## src/rtl/alu_rs.sv

```systemverilog
// alu_rs: ALU reservation station (oldest-ready issue, CDB wakeup; optional RS_WAKEUP_BYPASS_EN)
module alu_rs #(
  parameter int RS_ENTRY     = 4,
  parameter int WORD_SIZE_P  = 16,
  parameter int WIDTH_OP     = 4,
  parameter int ROB_ENTRY    = 16,
  parameter int NUM_PHYS_REG = 32
) (
  input  logic                            clk_i,
  input  logic                            reset_i,
  input  logic                            flush_i,
  input  logic                            disp_v_i,
  output logic                            disp_ready_o,
  input  logic [WIDTH_OP-1:0]             disp_op_i,
  input  logic                            disp_src1_rdy_i,
  input  logic                            disp_src2_rdy_i,
  input  logic [$clog2(NUM_PHYS_REG)-1:0] disp_src1_tag_i,
  input  logic [$clog2(NUM_PHYS_REG)-1:0] disp_src2_tag_i,
  input  logic [WORD_SIZE_P-1:0]          disp_src1_val_i,
  input  logic [WORD_SIZE_P-1:0]          disp_src2_val_i,
  input  logic [$clog2(ROB_ENTRY)-1:0]    disp_rob_dest_i,
  input  logic [$clog2(NUM_PHYS_REG)-1:0] disp_reg_dest_i,
  input  logic                            cdb_v_i,
  input  logic [$clog2(NUM_PHYS_REG)-1:0] cdb_dest_i,
  input  logic [WORD_SIZE_P-1:0]          cdb_result_i,
  output logic                            exe_v_o,
  output logic [WIDTH_OP-1:0]             opcode_o,
  output logic [WORD_SIZE_P-1:0]          operand1_o,
  output logic [WORD_SIZE_P-1:0]          operand2_o,
  output logic [$clog2(ROB_ENTRY)-1:0]    rob_dest_o,
  output logic [$clog2(NUM_PHYS_REG)-1:0] reg_dest_o,
  output logic [$clog2(RS_ENTRY):0]       count_o
);
  localparam int IW = $clog2(RS_ENTRY);
  localparam int CW = IW + 1;
  localparam int TW = $clog2(NUM_PHYS_REG);
  localparam int RW = $clog2(ROB_ENTRY);
  localparam logic [CW-1:0] FULL = CW'(RS_ENTRY);
  logic [RS_ENTRY-1:0] valid, s1_rdy, s2_rdy, s1_hit, s2_hit, s1_ok, s2_ok, cand;
  logic [WIDTH_OP-1:0] op [RS_ENTRY];
  logic [TW-1:0] s1_tag [RS_ENTRY];
  logic [TW-1:0] s2_tag [RS_ENTRY];
  logic [WORD_SIZE_P-1:0] s1_val [RS_ENTRY];
  logic [WORD_SIZE_P-1:0] s2_val [RS_ENTRY];
  logic [RW-1:0] rob [RS_ENTRY];
  logic [TW-1:0] rd [RS_ENTRY];
  logic [CW-1:0] age [RS_ENTRY];
  logic [CW-1:0] age_ctr, count;
  logic [IW-1:0] free_idx, sel_idx;
  logic sel_v, accept, d1_hit, d2_hit;
  function automatic logic older(input logic [CW-1:0] a, input logic [CW-1:0] b);
    logic [CW-1:0] d;
    d = a - b;
    return d[CW-1];
  endfunction
  assign disp_ready_o = count < FULL;
  assign count_o = count;
  assign accept = disp_v_i && disp_ready_o;
  assign d1_hit = cdb_v_i && !disp_src1_rdy_i && disp_src1_tag_i == cdb_dest_i;
  assign d2_hit = cdb_v_i && !disp_src2_rdy_i && disp_src2_tag_i == cdb_dest_i;
  for (genvar g = 0; g < RS_ENTRY; g++) begin : g_wake
    assign s1_hit[g] = cdb_v_i && !s1_rdy[g] && s1_tag[g] == cdb_dest_i;
    assign s2_hit[g] = cdb_v_i && !s2_rdy[g] && s2_tag[g] == cdb_dest_i;
  end
`ifdef RS_WAKEUP_BYPASS_EN
  assign s1_ok = s1_rdy | s1_hit;
  assign s2_ok = s2_rdy | s2_hit;
`else
  assign s1_ok = s1_rdy;
  assign s2_ok = s2_rdy;
`endif
  assign cand = valid & s1_ok & s2_ok;
  // lowest-index free entry receives the next dispatch
  always_comb begin
    free_idx = '0;
    for (int i = RS_ENTRY - 1; i >= 0; i--) if (!valid[i]) free_idx = IW'(i);
  end
  // pick the oldest ready entry; ages differ by less than RS_ENTRY so modulo compare is safe
  always_comb begin
    sel_v = 1'b0;
    sel_idx = '0;
    for (int i = 0; i < RS_ENTRY; i++)
      if (cand[i] && (!sel_v || older(age[i], age[sel_idx]))) begin
        sel_v = 1'b1;
        sel_idx = IW'(i);
      end
  end
  // control state and issue registers
  always_ff @(posedge clk_i or negedge reset_i)
    if (!reset_i) begin
      valid <= '0;
      count <= '0;
      age_ctr <= '0;
      exe_v_o <= 1'b0;
      opcode_o <= '0;
      operand1_o <= '0;
      operand2_o <= '0;
      rob_dest_o <= '0;
      reg_dest_o <= '0;
    end else if (flush_i) begin
      valid <= '0;
      count <= '0;
      exe_v_o <= 1'b0;
    end else begin
      exe_v_o <= sel_v;
      if (sel_v) begin
        valid[sel_idx] <= 1'b0;
        opcode_o <= op[sel_idx];
        operand1_o <= s1_rdy[sel_idx] ? s1_val[sel_idx] : cdb_result_i;
        operand2_o <= s2_rdy[sel_idx] ? s2_val[sel_idx] : cdb_result_i;
        rob_dest_o <= rob[sel_idx];
        reg_dest_o <= rd[sel_idx];
      end
      if (accept) begin
        valid[free_idx] <= 1'b1;
        age_ctr <= age_ctr + 1'b1;
      end
      count <= count + CW'(accept) - CW'(sel_v);
    end
  // entry payload: CDB capture, then allocation overrides the free slot
  always_ff @(posedge clk_i) begin
    for (int i = 0; i < RS_ENTRY; i++) begin
      if (s1_hit[i]) begin
        s1_rdy[i] <= 1'b1;
        s1_val[i] <= cdb_result_i;
      end
      if (s2_hit[i]) begin
        s2_rdy[i] <= 1'b1;
        s2_val[i] <= cdb_result_i;
      end
    end
    if (accept) begin
      op[free_idx] <= disp_op_i;
      s1_tag[free_idx] <= disp_src1_tag_i;
      s2_tag[free_idx] <= disp_src2_tag_i;
      s1_rdy[free_idx] <= disp_src1_rdy_i | d1_hit;
      s2_rdy[free_idx] <= disp_src2_rdy_i | d2_hit;
      s1_val[free_idx] <= d1_hit ? cdb_result_i : disp_src1_val_i;
      s2_val[free_idx] <= d2_hit ? cdb_result_i : disp_src2_val_i;
      rob[free_idx] <= disp_rob_dest_i;
      rd[free_idx] <= disp_reg_dest_i;
      age[free_idx] <= age_ctr;
    end
  end
endmodule

```

## config.mk

```make
export PLATFORM = sky130hd
export DESIGN_NAME = alu_rs
export DESIGN_NICKNAME = d
export VERILOG_FILES = /design/src/rtl/alu_rs.sv
export SDC_FILE = /design/constraint.sdc
export NUM_CORES = 1
export LEC_CHECK = 0
export ABC_AREA = 1
export CAP_MARGIN = 5
export CORE_ASPECT_RATIO = 1.4
export CORE_UTILIZATION = 50
export CTS_CLUSTER_SIZE = 24
export DETAILED_ROUTE_END_ITERATION = 12
export DONT_BUFFER_PORTS = 1
export HOLD_SLACK_MARGIN = 0.03
export PLACE_DENSITY_LB_ADDON = 0.3
export SETUP_SLACK_MARGIN = 0.15
export SYNTH_ARGS = -nofsm -noshare
export SYNTH_HDL_FRONTEND = slang
export SYNTH_SLANG_ARGS = --single-unit
```

## constraint.sdc

```tcl
create_clock -name clk_i -period 4.5 [get_ports clk_i]
set_input_delay 0.225 -clock clk_i [delete_from_list [all_inputs] [get_ports clk_i]]
set_output_delay 0.225 -clock clk_i [all_outputs]
set_load 0.01 [all_outputs]
```

==> After elaboration in Yosys (flattened, before gate mapping) <==
Memories as Yosys holds them, arrays and structs flattened. A register that Yosys moved wholly into a read port is not among the register bits.
Index checks and enable logic that the tools add are counted.
{ "classes": {"n_eq_ne": 10, "bitwise_logic": 8, "reduce_logical": 49, "order_cmp": 5, "addsub": 6, "mux": 53} }
{ "op_table": {"columns": ["op", "count"], "rows": [
  ["5-bit equality test", 10],
  ["1-bit two-way mux", 34],
  ["16-bit two-way mux", 2],
  ["1-bit logical AND", 26],
  ["4-bit two-way mux", 6],
  ["1-bit zero test", 18],
  ["4-bit AND", 3],
  ["2-bit two-way mux", 6],
  ["3-bit subtractor", 3],
  ["4-bit bitwise mux", 2],
  ["2-bit by 3-bit less-than comparator with 1-bit output (second input constant)", 2],
  ["1-bit demux with 2-bit select", 2],
  ["2-bit by 1-bit >= comparator with 1-bit output (second input constant)", 2],
  ["4-bit inverter", 1],
  ["4-bit OR", 1],
  ["2-bit AND reduction", 2],
  ["3-bit by 1-bit adder with 3-bit output", 1],
  ["3-bit by 1-bit adder with 3-bit output (second input constant)", 1],
  ["1-bit logical OR", 3],
  ["3-bit less-than comparator (second input constant)", 1],
  ["3-bit two-way mux", 1],
  ["3-bit by 1-bit subtractor with 3-bit output", 1],
  ["1-bit OR", 2],
  ["1-bit inverter", 1]
]} }
{ "word_totals": {"ram_bits": 232, "out_inout_bits": 50, "reg_bits": 19, "n_memories": 8} }
{ "memory_table": {"columns": ["name", "words", "width", "rd", "rd_ports_with_merged_regs", "write_ports", "line_no", "text"], "rows": [
  ["s1_val", 4, 16, 1, 1, 5, "43", "logic [WORD_SIZE_P-1:0] s1_val [RS_ENTRY];"],
  ["s2_val", 4, 16, 1, 1, 5, "44", "logic [WORD_SIZE_P-1:0] s2_val [RS_ENTRY];"],
  ["rd", 4, 5, 1, 1, 1, "46", "logic [TW-1:0] rd [RS_ENTRY];"],
  ["s1_tag", 4, 5, 4, 0, 1, "41", "logic [TW-1:0] s1_tag [RS_ENTRY];"],
  ["s2_tag", 4, 5, 4, 0, 1, "42", "logic [TW-1:0] s2_tag [RS_ENTRY];"],
  ["op", 4, 4, 1, 1, 1, "40", "logic [WIDTH_OP-1:0] op [RS_ENTRY];"],
  ["2 more memories", null, null, null, null, null, null, null]
]} }

==> Longest topological paths before layout <==
Gate-level depths: netlist of run 1.
An unclocked memory read counts as a cell.
{ "logic_depth": {"ltp_word": 28, "depth_mapped": 33, "mapped_depth_nobuf": 29} }

==> Worst setup path before layout of run 1 <==
OpenSTA, ideal clock, no wires.
{ "synth_timing": {"path_kind": "flip-flop to flip-flop", "start": "memory age[1][1] (netlist bit)", "end": "register valid[2]", "t_arrival_ps": 3530, "required_time_ps": 4367, "path_slack_ps": 838, "path_stages_with_launch": 27, "setup_ps": 133, "cell_sequence": "edfxtp_1 ha_1 nand2_1 nand3_1 nand3_2 nand2_4 o21ai_0 ha_1 nand2_1 nand2_1 nand2_1 nand3_2 nand2_2 buf_6 clkbuf_1 o21ai_0 ha_1 nand2_1 nand2_1 nand2_1 nand3_2 nand2_2 buf_2 buf_2 inv_1 o21ai_0 a21oi_1"} }
{ "synth_lines": {"columns": ["element", "line_no", "text"], "rows": [
  ["start, declared", "47", "logic [CW-1:0] age [RS_ENTRY];"],
  ["end signal, assigned", "91", "valid <= '0;"],
  ["end signal, assigned", "101", "valid <= '0;"],
  ["end signal, assigned by index", "107", "valid[sel_idx] <= 1'b0;"],
  ["end, declared", "39", "logic [RS_ENTRY-1:0] valid, s1_rdy, s2_rdy, s1_hit, s2_hit, s1_ok, s2_ok, cand;"]
]} }

==> results.md, run 1 <==
* Yosys cell types at 42
* Proportion of synthesized area in mux cells at under 10%
* Ys async rst share at a little under a fifth
* Pleak at roughly 6.4 nW
* Final Hold Violating Endpoints at 0
* Hold crit path type: primary input to flop
* TritonCTS clock tree: built
* TNS Setup at 0 ns
* EDFF count, synth at roughly 230
* Met3 WL at about 3000 um
* Post-CTS setup buffer count at 0
* Final Critical Period at between 3 and 4 ns
* Antenna diode count at 0
* Num CTS Buffers at 28
* WS Path Type: flop to flop
* First-pass GRT wire length at around 56,000 um
* Most frequent cell after synthesis: edfxtp_1
* DR DRC count at 0
* Share of post-route cells with drive strength above 1 at between 10 and 15%
* Min Hold Slack at ~0.037 ns
* Buf/Inv on CP at 2
* Maximum VDD drop at approximately 430 uV
* Area leader, netlist: edfxtp_1
* F_max at 252 MHz
* Synth Area in XOR/XNOR at 0.881%
* Post-DRT Antenna Nets at 0
* DIE AREA at ~29,000 um2
* Post-synthesis sequential area ratio at 61.3%
* #FFs+latches synth at approximately 300
* Clock Latency Late Sink at 0.55 ns
* WL met1 at 14,200 um
* Post-synth top area share at about half
* CTS root buf: clkbuf_16
* Worst reg2reg path depth at 26
* Die width at around 140 um
* Largest cells by area after synthesis: edfxtp_1, dfrtp_1, nand3_1, o21ai_0, nand2_1
* Max_cap viols at 0
* Post-detailed-route wirelength per cell at around 21 um
* R2R Path End: operand2_o[4]$_DFFE_PN0P_
* Pwr dens at approximately 480 nW/um2
* Pin count of the biggest net entering global routing at between 80 and 90
* Grt total ovfl at 0
* Htree depth at 1
* Clock Path Buffers at 3
* Initial Util at between 50% and 60%
* Syn-to-layout area delta at 14.5%
* Area share of fa/ha/maj cells after synthesis at less than 1%
* DRT iter0 DRCs at between 800 and 900
* Syn avg cell area at 10.4 um2
* Final Routed Wirelength at 37,300 um
* Final critical-path share of the clock period at between 80% and 90%
* Post-synth top cells: edfxtp_1, nand2_1, nand3_1
* Critical Path Start Type: flop
* Top FF cell, synth: edfxtp_1
* Setup Viol. Count Final at 0
* Hpwl dp at around 22,000 um
* Gpl congestion at roughly 0.84
* Worst R2R Setup Slack at around 0.53 ns
* Port bufs at 0
* Cell area after synthesis at 13,900 um2
* CTS Sinks at ~300
* Initial antenna violation count at 0
* RSZ-0062 raised after global routing: no
* Hold endpoint: s1_val[0][13]$_DFFE_PP_
* GRT Overall Usage at about a quarter
* Stages on worst setup path at 26
* Critical Path End Type: flop
* Via count at approximately 10,000
* Via density at 5.80
* Largest family of logic cells by synthesized area: simple AND/OR/NAND/NOR gates
* Slew headroom at about a fifth
* Cell mode on critical path: nand2_1
* CP Data Required Time at about 5 ns
* Slew Viols, Final at 0
* Syn. warnings at 0
* Crit-path max cell delay at between 0.3 and 0.4 ns
* Nets at approximately 1,500
* Worst EP arrival at roughly 4.4 ns
* Status: finished, final reports clean
* Row cnt at between 70 and 80
* FF-to-FF Start: age[1][1]$_DFFE_PP_
* Compound-cell area share of the yosys netlist at roughly 8.8%
* Top layer in use: met4
* Worst-path fanout max at 44
* Drt pass-1 iters at 6
* Fillers at around 2,200
* Core area at ~27,000 um2
* Hold path depth at 2
* Worst-path clk slew at 0.06 ns
* Vias in the first global route at 10,100
* Worst path slowest cell: edfxtp_1
* Worst slew pin tran at roughly 1.2 ns
* Family with the most delay on the worst path: simple AND/OR/NAND/NOR gates
* Mapped Nets at 1,435
* Multi-input logic area at around 4600 um2
* Reg area at approximately 8500 um2
* Die H at around 200 um
* Synth Instances at between 1,000 and 1,500
* I/O pin count at 133
* Worst Min Path Start: disp_src1_val_i[13]
* Met2 WL post-DR at approximately 19,000 um
* Simple-gate portion of the synthesized area at 19.6%
* Clk_skew at ~0.010 ns
metrics by stage:
stage | setup WS (ns) | utilization (%) | area [um2] | power [mW] | instances
after detailed placement | 0.0451 | 52.7 | 14300 | 5.17 | 1655
after global placement | 0.277 | 52.7 | 14300 | 5.11 | 1655
after CTS | 0.170 | 58.7 | 15900 | 7.69 | 1770
final | 0.534 | 58.8 | 15900 | 7.67 | 1771
after floorplan | 0.838 | - | 13900 | 4.74 | 1345
after global routing | 0.204 | 58.8 | 15900 | 8.03 | 1771
per-layer routing:
| layer | up-vias | GRT usage (%) |
|---|---|---|
| li1 | 4764 | - |
| met1 | 4965 | 32.6 |
| met2 | 471 | 45.9 |
| met3 | 78 | 4.10 |
| met4 | 0 | 10.6 |
| met5 | - | 0 |
worst register-to-register path: stages, from the launching register on:
cell,delay [ns]
edfxtp_1,0.39
ha_1,0.31
nand2_1,0.09
nand2_1,0.05
nand2_1,0.06
nand3_2,0.12
nand2_4,0.14
nand2_1,0.06
o21ai_1,0.12
ha_1,0.27
nand2_1,0.09
nand2_1,0.05
nand2_1,0.06
nand3_2,0.10
nand2_2,0.13
buf_8,0.27
nand2_1,0.09
nand3_1,0.08
nand2_1,0.08
nand3_1,0.09
nand3_2,0.11
nand2_4,0.13
buf_16,0.26
nand3_4,0.33
nor2_2,0.23
nor2_1,0.06
a21oi_1,0.12
layout by cell type, fill, tap and decap left out, types with 5 or more instances in the layout:
cell type,netlist,routed
o22ai_1,19,19
a2111oi_0,10,10
inv_2,7,7
nor2_1,73,71
ha_1,6,6
nand3_2,3,5
dlygate4sd3_1,0,61
nand2_1,174,174
o21ai_0,142,141
nand3b_1,45,45
dfrtp_1,56,56
or2_2,46,46
nand3_1,156,154
xor2_1,11,11
nor2_2,19,19
edfxtp_1,232,232
a21oi_1,38,38
nand4_1,20,20
mux2i_1,32,32
dfxtp_1,8,8
inv_1,134,134
clkbuf_16,0,29
buf_4,5,21
a211oi_1,9,9
clkbuf_1,53,8
registers in the layout, summed over array words and instances, names as in the netlist, 16 cells and up:
register,cells
operand1_o,16
rob,16
rd,20
s2_tag,20
s1_tag,20
s1_val,64
operand2_o,16
s2_val,64
op,16
how the worst max path moves through the flow:
stage                   startpoint                          to  slack, ns
2_1_floorplan  age[1][1]$_DFFE_PP_          valid[2]$_DFF_PN0_       0.84
3_3_place_gp   age[1][1]$_DFFE_PP_          valid[0]$_DFF_PN0_       0.28
3_5_place_dp   age[1][1]$_DFFE_PP_          valid[0]$_DFF_PN0_       0.05
4_1_cts        age[1][1]$_DFFE_PP_  operand2_o[10]$_DFFE_PN0P_       0.17
5_1_grt        age[1][1]$_DFFE_PP_  operand2_o[10]$_DFFE_PN0P_       0.20
6_report       age[1][1]$_DFFE_PP_   operand2_o[4]$_DFFE_PN0P_       0.53
cell type report:
cell class / instances / share of cell area, %
multi-input combinational: 827 / 28.6
inverter: 143 / 3.37
tap: 365 / 2.86
timing repair buffer: 88 / 5.61
clock buffer: 40 / 4.93
clock inverter: 12 / 1.16
sequential: 296 / 53.5
where the power goes:
group          switching (mW)  internal, mW
logic                   0.844         0.487
clock network            1.02          1.45
registers               0.392          3.47
kinds of logic after synthesis:
kind of cell	after synthesis
fa+ha+maj	7
buf+inv	223
mux	33
flops	296
compound gates	224
xor+xnor	14
simple gates	548
timing repair:
action / in CTS / in global routing
hold buffers: 62 / 0
cloned: 1 / 1
resized for setup: 1 / 5
endpoints found under the hold margin: 297 / 0
pin swaps: 1 / 0
setup endpoints to repair: 26 / 36
No activity file was read; power rests on OpenSTA's default activity.
==> run 2, diff against run 1 <==
--- a/config.mk
+++ b/config.mk
@@ -5,7 +5,6 @@
 export SDC_FILE = /design/constraint.sdc
 export NUM_CORES = 1
 export LEC_CHECK = 0
-export ABC_AREA = 1
 export CAP_MARGIN = 5
 export CORE_ASPECT_RATIO = 1.4
 export CORE_UTILIZATION = 50
==> run 2 against run 1 <==
Clock power decreased by 2%. Maximum frequency decreased by 14%. Sequential power decreased by 4%. The run now ends with negative setup slack left. Clock-buffer cell count increased by 2. Non-clock buffer count increased by 73.
==> results.md, run 2 <==
* Syn-to-layout area delta at 23.0% (was 14.5%)
* Yosys cell types at 61 (was 42)
* Clk pwr share at 30.8% (was 32.3%)
* Top layer in use: met4 (unchanged)
* DIE AREA at 29,800 um2 (was 28,500 um2)
* Mapped Nets at 1,137 (was 1,435)
* Post-DRT Antenna Nets at 0 (unchanged)
* Syn. warnings at 0 (unchanged)
* Top FF cell, synth: edfxtp_1 (unchanged)
* Fin area at 17,900 um2 (was 15,900 um2)
* First-pass GRT wire length at 58,800 um (was 55,800 um)
* Pwr dens at 437 nW/um2 (was 481 nW/um2)
* Pleak at 6.24 nW (was 6.41 nW)
* Int Pwr at 5.58 mW (was 5.41 mW)
* Drt pass-1 iters at 5 (was 6)
* WS Path Type: flop to flop (unchanged)
* Post-detailed-route wirelength per cell at 24.9 um (was 21.0 um)
* Initial antenna violation count at 1 (was 0)
* Worst R2R Setup Slack at -0.11 ns (was 0.53 ns)
* F_max at 217 MHz (was 252 MHz)
* Largest cells by area after synthesis: edfxtp_1, mux2_2, dfrtp_1, o41ai_2, mux2i_1 (was edfxtp_1, dfrtp_1, nand3_1, o21ai_0, nand2_1)
* Die width at 146 um (was 143 um)
* Gpl congestion at 0.852 (was 0.836)
* Fin cells at 1,581 (was 1,771)
* CTS root buf: clkbuf_16 (unchanged)
* Worst-path fanout max at 8 (was 44)
* Nets at 1,273 (was 1,474)
* Fillers at 2,120 (was 2,198)
* Final Hold Violating Endpoints at 0 (unchanged)
* Die H at 204 um (was 199 um)
* Post-synthesis sequential area ratio at 58.5% (was 61.3%)
* Sw frac at 28.7% (was 29.5%)
* Clock Path Buffers at 3 (unchanged)
* Final Routed Wirelength at 39,400 um (was 37,300 um)
* CP Data Required Time at 4.93 ns (was 4.98 ns)
* Vias in the first global route at 10,200 (was 10,100)
* #FFs+latches synth at 296 (unchanged)
* Synth Instances at 1,047 (was 1,345)
* TritonCTS clock tree: built (unchanged)
* WL met1 at 14,000 um (was 14,200 um)
* Setup Viol. Count Final at 45 (was 0)
* Cell area after synthesis at 14,600 um2 (was 13,900 um2)
* DR DRC count at 0 (unchanged)
* Met3 WL at 2320 um (was 2960 um)
* Maximum VDD drop at 375 uV (was 429 uV)
* I/O pin count at 133 (unchanged)
* DRT iter0 DRCs at 708 (was 855)
* Clock Latency Late Sink at 0.57 ns (was 0.55 ns)
* Worst slew pin tran at 1.03 ns (was 1.19 ns)
* Final Critical Period at 4.61 ns (was 3.97 ns)
* Placed Cells at 1,401 (was 1,655)
* Placed cell areas at 15,300 um2 (was 14,300 um2)
* Num CTS Buffers at 29 (was 28)
* Status: finished with violations (was finished, final reports clean)
* Final worst slack at -0.110 ns (was 0.534 ns)
* Final critical-path share of the clock period at 102% (was 88.1%)
* Min Hold Slack at 0.0659 ns (was 0.0368 ns)
* TNS Setup at -3.28 ns (was 0 ns)
* Worst EP arrival at 5.04 ns (was 4.44 ns)
* Reg power frac at 47.3% (was 50.4%)
* Syn avg cell area at 13.9 um2 (was 10.4 um2)
* Area leader, netlist: edfxtp_1 (unchanged)
* Slew Viols, Final at 0 (unchanged)
* Worst-path clk slew at 0.06 ns (about the same)
* P_sw at 2.25 mW (was 2.26 mW)
* Port bufs at 0 (unchanged)
* Grt total ovfl at 0 (unchanged)
* Post-synth top cells: edfxtp_1, mux2_2, nor2_1 (was edfxtp_1, nand2_1, nand3_1)
* CTS Sinks at 296 (unchanged)
* Post-synth top area share at 47.8% (was 50.0%)
* Comb pwr share at 22.0% (was 17.4%)
* GRT Overall Usage at 26.1% (was 26.4%)
* Htree depth at 1 (unchanged)
* Max_cap viols at 0 (unchanged)
* Clk_skew at 0.0207 ns (was 0.0102 ns)
* Commonest non-fill, non-tap cell in the layout: edfxtp_1 (unchanged)
* Pin count of the biggest net entering global routing at 61 (was 88)
* Met2 WL post-DR at 21,500 um (was 18,800 um)
* Top Registers: s1_val x64, s2_val x64 (unchanged)
* Hold crit path type: primary input to flop (unchanged)
* Ys async rst share at 18.9% (unchanged)
* Most frequent cell after synthesis: edfxtp_1 (unchanged)
* Row cnt at 73 (was 71)
* Via density at 6.06 (was 5.80)
* Core area at 28,500 um2 (was 27,100 um2)
* Critical Path Start Type: flop (unchanged)
* RSZ-0062 raised after global routing: yes (was no)
* Initial Util at 51.1% (was 51.4%)
* Hpwl dp at 22,300 um (was 21,800 um)
* Share of post-route cells with drive strength above 1 at 33.0% (was 11.6%)
* Commonest non-fill, non-tap cells in the layout: edfxtp_1, mux2_2, dlygate4sd3_1 (was edfxtp_1, nand2_1, nand3_1)
* Via count at 9,579 (was 10,300)
* EDFF count, synth at 232 (unchanged)
* Slew headroom at 31.1% (was 20.6%)
* Failing checks: negative setup slack
* Critical Path End Type: flop (unchanged)
run 2: cell count changes in the layout (fill, tap and decap cells not counted), moves of 42 or more:
cell      previous run  this run
o41ai_2              0        45
or3_1                0        52
a21boi_0             0        45
or2_2               46         1
inv_1              134        27
nand3_1            154         6
o21ai_0            141         1
nand3b_1            45         3
nand2_1            174        27
mux2_2               1       129
run 2: cell families (layout without fill, tap and decap cells):
family          Yosys count  after routing  share of synthesized area (%)
compound gates          201            201                           12.0
mux                     178            178                           13.4
flops                   296            296                           58.5
other cells               0              1                              0
fa+ha+maj                 7              7                          0.652
simple gates            236            236                           10.0
buf+inv                  84            242                           2.76
xor+xnor                 45             45                           2.70
run 2: worst paths after layout:
kind,from,to,depth (start not counted)
worst max-delay path,age[1][1]$_DFFE_PP_,operand2_o[7]$_DFFE_PN0P_,21
worst min register to register,s2_ok[0]$_DFF_P_,s2_ok[0]$_DFF_P_,2
worst min-delay path,flush_i,opcode_o[1]$_DFFE_PN0P_,3
worst max register to register,age[1][1]$_DFFE_PP_,operand2_o[7]$_DFFE_PN0P_,21
max in group asynchronous,reset_i,reg_dest_o[0]$_DFFE_PN0P_,2
min in group asynchronous,reset_i,valid[2]$_DFF_PN0_,2
run 2: worst max-delay path, stage by stage, from the launching register on:
cell and delay, ns:
edfxtp_1 0.44, ha_4 0.24, a2111o_1 0.38, o21ai_2 0.10
nor2_4 0.05, mux2i_2 0.20, ha_1 0.27, o21ai_1 0.10
nor2_2 0.07, mux2i_4 0.18, o2bb2ai_2 0.15, and3_4 0.21
mux2i_1 0.21, ha_1 0.28, and3_4 0.16, a31o_4 0.22
a31oi_4 0.16, xnor2_2 0.09, or3_4 0.54, clkbuf_16 0.25
a21oi_4 0.12, o41ai_2 0.08
run 2: metrics by stage:
step                      total power, mW  util [%]  worst slack (ns)
after CTS                            7.77      61.7           -0.0405
after detailed placement             5.19      53.8            -0.181
final                                7.83      62.9            -0.110
after global placement               5.13      53.8            0.0411
after global routing                 8.13      62.9            -0.292
after floorplan                      4.79         -            -0.560
run 2: power by group through the flow:
stage	sequential, mW	combinational (mW)	clock (mW)
6_report	3.70	1.72	2.41
5_1_grt	3.74	1.86	2.53
4_1_cts	3.70	1.64	2.44
3_5_place_dp	3.76	1.44	0
3_3_place_gp	3.74	1.39	0
2_1_floorplan	3.65	1.14	0
run 2: repair_timing:
action | in CTS | in global routing
hold endpoints to repair | 294 | 0
setup buffers | 16 | 4
gates resized for setup | 21 | 29
pin swaps | 15 | 13
endpoints found under the setup margin | 45 | 48
cloned | 4 | 6
hold buffers | 96 | 0
run 2: area by class of cell:
type,count,area (um2),area share (%)
multi-input combinational,667,6100,34.1
antenna,1,2.50,0.0140
clock buffer,42,825,4.60
tap,375,469,2.62
inverter,28,105,0.586
sequential,296,8530,47.6
timing repair buffer,161,1790,9.98
clock inverter,11,104,0.579
run 2: routing by layer:
layer | up-vias | global-route usage, %
met5 | - | 0
met4 | 0 | 10.8
met3 | 98 | 4.13
met2 | 346 | 49.6
met1 | 4869 | 28.7
li1 | 4266 | -
==> run 3, diff against run 2 <==
--- a/config.mk
+++ b/config.mk
@@ -5,6 +5,7 @@
 export SDC_FILE = /design/constraint.sdc
 export NUM_CORES = 1
 export LEC_CHECK = 0
+export ABC_CLOCK_PERIOD_IN_PS = 4500
 export CAP_MARGIN = 5
 export CORE_ASPECT_RATIO = 1.4
 export CORE_UTILIZATION = 50
@@ -13,6 +14,7 @@
 export DONT_BUFFER_PORTS = 1
 export HOLD_SLACK_MARGIN = 0.03
 export PLACE_DENSITY_LB_ADDON = 0.3
+export RECOVER_POWER = 25
 export SETUP_SLACK_MARGIN = 0.15
 export SYNTH_ARGS = -nofsm -noshare
 export SYNTH_HDL_FRONTEND = slang
==> run 3 against run 2 <==
The run ends with max-capacitance violations, max-slew violations, negative setup slack left. Via count increased by 0.42%. Combinational power about the same. Non-clock buffer count unchanged. Utilization decreased by 0.083 points. Clock-buffer cell count unchanged. Worst setup slack got worse by 0.00080 ns. Global-route usage unchanged. First-iteration DRC count decreased by 1.4%.
==> results.md, run 3 (synthesis gave the netlist of run 2 again) <==
* Commonest non-fill, non-tap cell in the layout: edfxtp_1 (unchanged)
* Comb pwr share at 21.9% (was 22.0%)
* Die H at 204 um (unchanged)
* GRT Overall Usage at 26.1% (unchanged)
* Setup Viol. Count Final at 45 (unchanged)
* Via density at 6.08 (was 6.06)
* Core area at 28,500 um2 (unchanged)
* Final Routed Wirelength at 39,400 um (about the same)
* WS Path Type: flop to flop (unchanged)
* RSZ-0062 raised after global routing: yes (unchanged)
* Nets at 1,273 (unchanged)
* Slew Viols, Final at 57 (was 0)
* R2R Path End: operand2_o[7]$_DFFE_PN0P_ (unchanged)
* Syn-to-layout area delta at 22.8% (was 23.0%)
* I/O pin count at 133 (unchanged)
* Htree depth at 1 (unchanged)
* Worst slew pin tran at 4.00 ns (was 1.03 ns)
* Pwr dens at 437 nW/um2 (about the same)
* Worst EP arrival at 5.04 ns (about the same)
* Slew headroom at -167% (was 31.1%)
* Hold endpoint: opcode_o[1]$_DFFE_PN0P_ (unchanged)
* Final worst slack at -0.111 ns (was -0.110 ns)
* Worst reg2reg path depth at 21 (unchanged)
* Final Hold Violating Endpoints at 0 (unchanged)
* Num CTS Buffers at 29 (unchanged)
* F_max at 217 MHz (about the same)
* Post-detailed-route wirelength per cell at 24.9 um (about the same)
* Clock Path Buffers at 3 (unchanged)
* Commonest non-fill, non-tap cells in the layout: edfxtp_1, mux2_2, dlygate4sd3_1 (unchanged)
* TritonCTS clock tree: built (unchanged)
* CTS Sinks at 296 (unchanged)
* Status: finished with violations (unchanged)
* Initial antenna violation count at 1 (unchanged)
* Int Pwr at 5.58 mW (about the same)
* Sw frac at 28.7% (about the same)
* Vias in the first global route at 10,200 (unchanged)
* Worst Min Path Start: flush_i (unchanged)
* Critical Path End Type: flop (unchanged)
* Initial Util at 51.1% (unchanged)
* Clk_skew at 0.0218 ns (was 0.0207 ns)
* Port bufs at 0 (unchanged)
* Worst-path clk slew at 0.06 ns (about the same)
* Post-DRT Antenna Nets at 0 (unchanged)
* Row cnt at 73 (unchanged)
* Util after Layout at 62.8% (was 62.9%)
* Final Critical Period at 4.61 ns (about the same)
* Via count at 9,619 (was 9,579)
* CTS root buf: clkbuf_16 (unchanged)
* Pleak at 6.23 nW (was 6.24 nW)
* Failing checks: max-capacitance violations, max-slew violations, negative setup slack (was negative setup slack)
* Max_cap viols at 1 (was 0)
* Hold path depth at 3 (unchanged)
* Fin area at 17,900 um2 (about the same)
* CP Data Required Time at 4.92 ns (was 4.93 ns)
* DIE AREA at 29,800 um2 (unchanged)
* Fin cells at 1,581 (unchanged)
* Gpl congestion at 0.852 (unchanged)
* Die width at 146 um (unchanged)
* Grt total ovfl at 0 (unchanged)
* Min Hold Slack at 0.0713 ns (was 0.0659 ns)
* Placed cell areas at 15,300 um2 (unchanged)
* Drt pass-1 iters at 5 (unchanged)
* Clock Latency Late Sink at 0.57 ns (about the same)
* Hold crit path type: primary input to flop (unchanged)
* Maximum VDD drop at 377 uV (was 375 uV)
* Clk pwr share at 30.8% (about the same)
* First-pass GRT wire length at 58,800 um (unchanged)
* Reg power frac at 47.3% (about the same)
* TNS Setup at -3.23 ns (was -3.28 ns)
* DRT iter0 DRCs at 698 (was 708)
* P_sw at 2.24 mW (was 2.25 mW)
* FF-to-FF Start: age[1][1]$_DFFE_PP_ (unchanged)
* Worst-path fanout max at 8 (unchanged)
* Share of post-route cells with drive strength above 1 at 32.9% (was 33.0%)
* Final critical-path share of the clock period at 102% (about the same)
* Top Registers: s1_val x64, s2_val x64 (unchanged)
* Hpwl dp at 22,300 um (unchanged)
* Pin count of the biggest net entering global routing at 61 (unchanged)
* DR DRC count at 0 (unchanged)
* Worst R2R Setup Slack at -0.11 ns (about the same)
* Critical Path Start Type: flop (unchanged)
* Placed Cells at 1,401 (unchanged)
-- run 3: cell types whose count changed in the layout (fill, tap and decap cells not counted), sizes merged --
cell    previous run  this run
clkbuf            46        47
buf               62        61
-- run 3: how the worst max path moves through the flow --
stage / from / end / slack (ns)
6_report: age[1][1]$_DFFE_PP_ / operand2_o[7]$_DFFE_PN0P_ / -0.11
5_1_grt: age[0][1]$_DFFE_PP_ / operand2_o[7]$_DFFE_PN0P_ / -0.29
4_1_cts: age[0][1]$_DFFE_PP_ / rob_dest_o[1]$_DFFE_PN0P_ / -0.04
3_5_place_dp: age[0][1]$_DFFE_PP_ / opcode_o[2]$_DFFE_PN0P_ / -0.18
3_3_place_gp: age[0][1]$_DFFE_PP_ / opcode_o[2]$_DFFE_PN0P_ / 0.04
2_1_floorplan: age[0][1]$_DFFE_PP_ / opcode_o[3]$_DFFE_PN0P_ / -0.56
-- run 3: area by class of cell --
class,count,area [um2]
fill,2121,10600
sequential,296,8530
multi-input combinational,667,6100
timing repair buffer,161,1770
clock buffer,42,825
tap,375,469
inverter,28,105
clock inverter,11,104
antenna,1,2.50
-- run 3: metal layers --
metal | wire (um) | global-route usage [%] | vias to the layer above
met5 | 0 | 0 | -
met4 | 1570 | 10.8 | 0
met3 | 2260 | 4.13 | 103
met2 | 21500 | 49.6 | 340
met1 | 14100 | 28.7 | 4905
li1 | - | - | 4271
-- run 3: critical path, stage by stage (launching register included) --
cell and delay (ns):
edfxtp_1 0.44, ha_4 0.24, a2111o_1 0.38, o21ai_2 0.10
nor2_4 0.05, mux2i_2 0.20, ha_1 0.27, o21ai_1 0.10
nor2_2 0.07, mux2i_4 0.18, o2bb2ai_2 0.15, and3_4 0.21
mux2i_1 0.21, ha_1 0.28, and3_4 0.16, a31o_4 0.22
a31oi_4 0.16, xnor2_2 0.09, or3_4 0.54, clkbuf_16 0.25
a21oi_4 0.12, o41ai_2 0.08
-- run 3: what timing repair did --
action                                  4_1_cts  5_1_grt
setup buffers                                16        4
hold endpoints to repair                    294        0
pin swaps                                    15       13
gates resized for setup                      21       29
gates cloned                                  4        6
hold buffers                                 96        0
endpoints found under the setup margin       45       48
-- run 3: metrics by stage --
stage | setup slack, ns | total power, mW
detailed placement | -0.181 | 5.19
global placement | 0.0411 | 5.13
floorplan | -0.560 | 4.79
finish | -0.111 | 7.83
global route | -0.292 | 8.13
CTS | -0.0405 | 7.77
-- run 3: power by group through the flow --
stage | clock, mW | sequential, mW | combinational [mW]
after floorplan | 0 | 3.65 | 1.14
after global placement | 0 | 3.74 | 1.39
after detailed placement | 0 | 3.76 | 1.44
after CTS | 2.44 | 3.70 | 1.64
after global routing | 2.53 | 3.74 | 1.86
final | 2.41 | 3.70 | 1.72
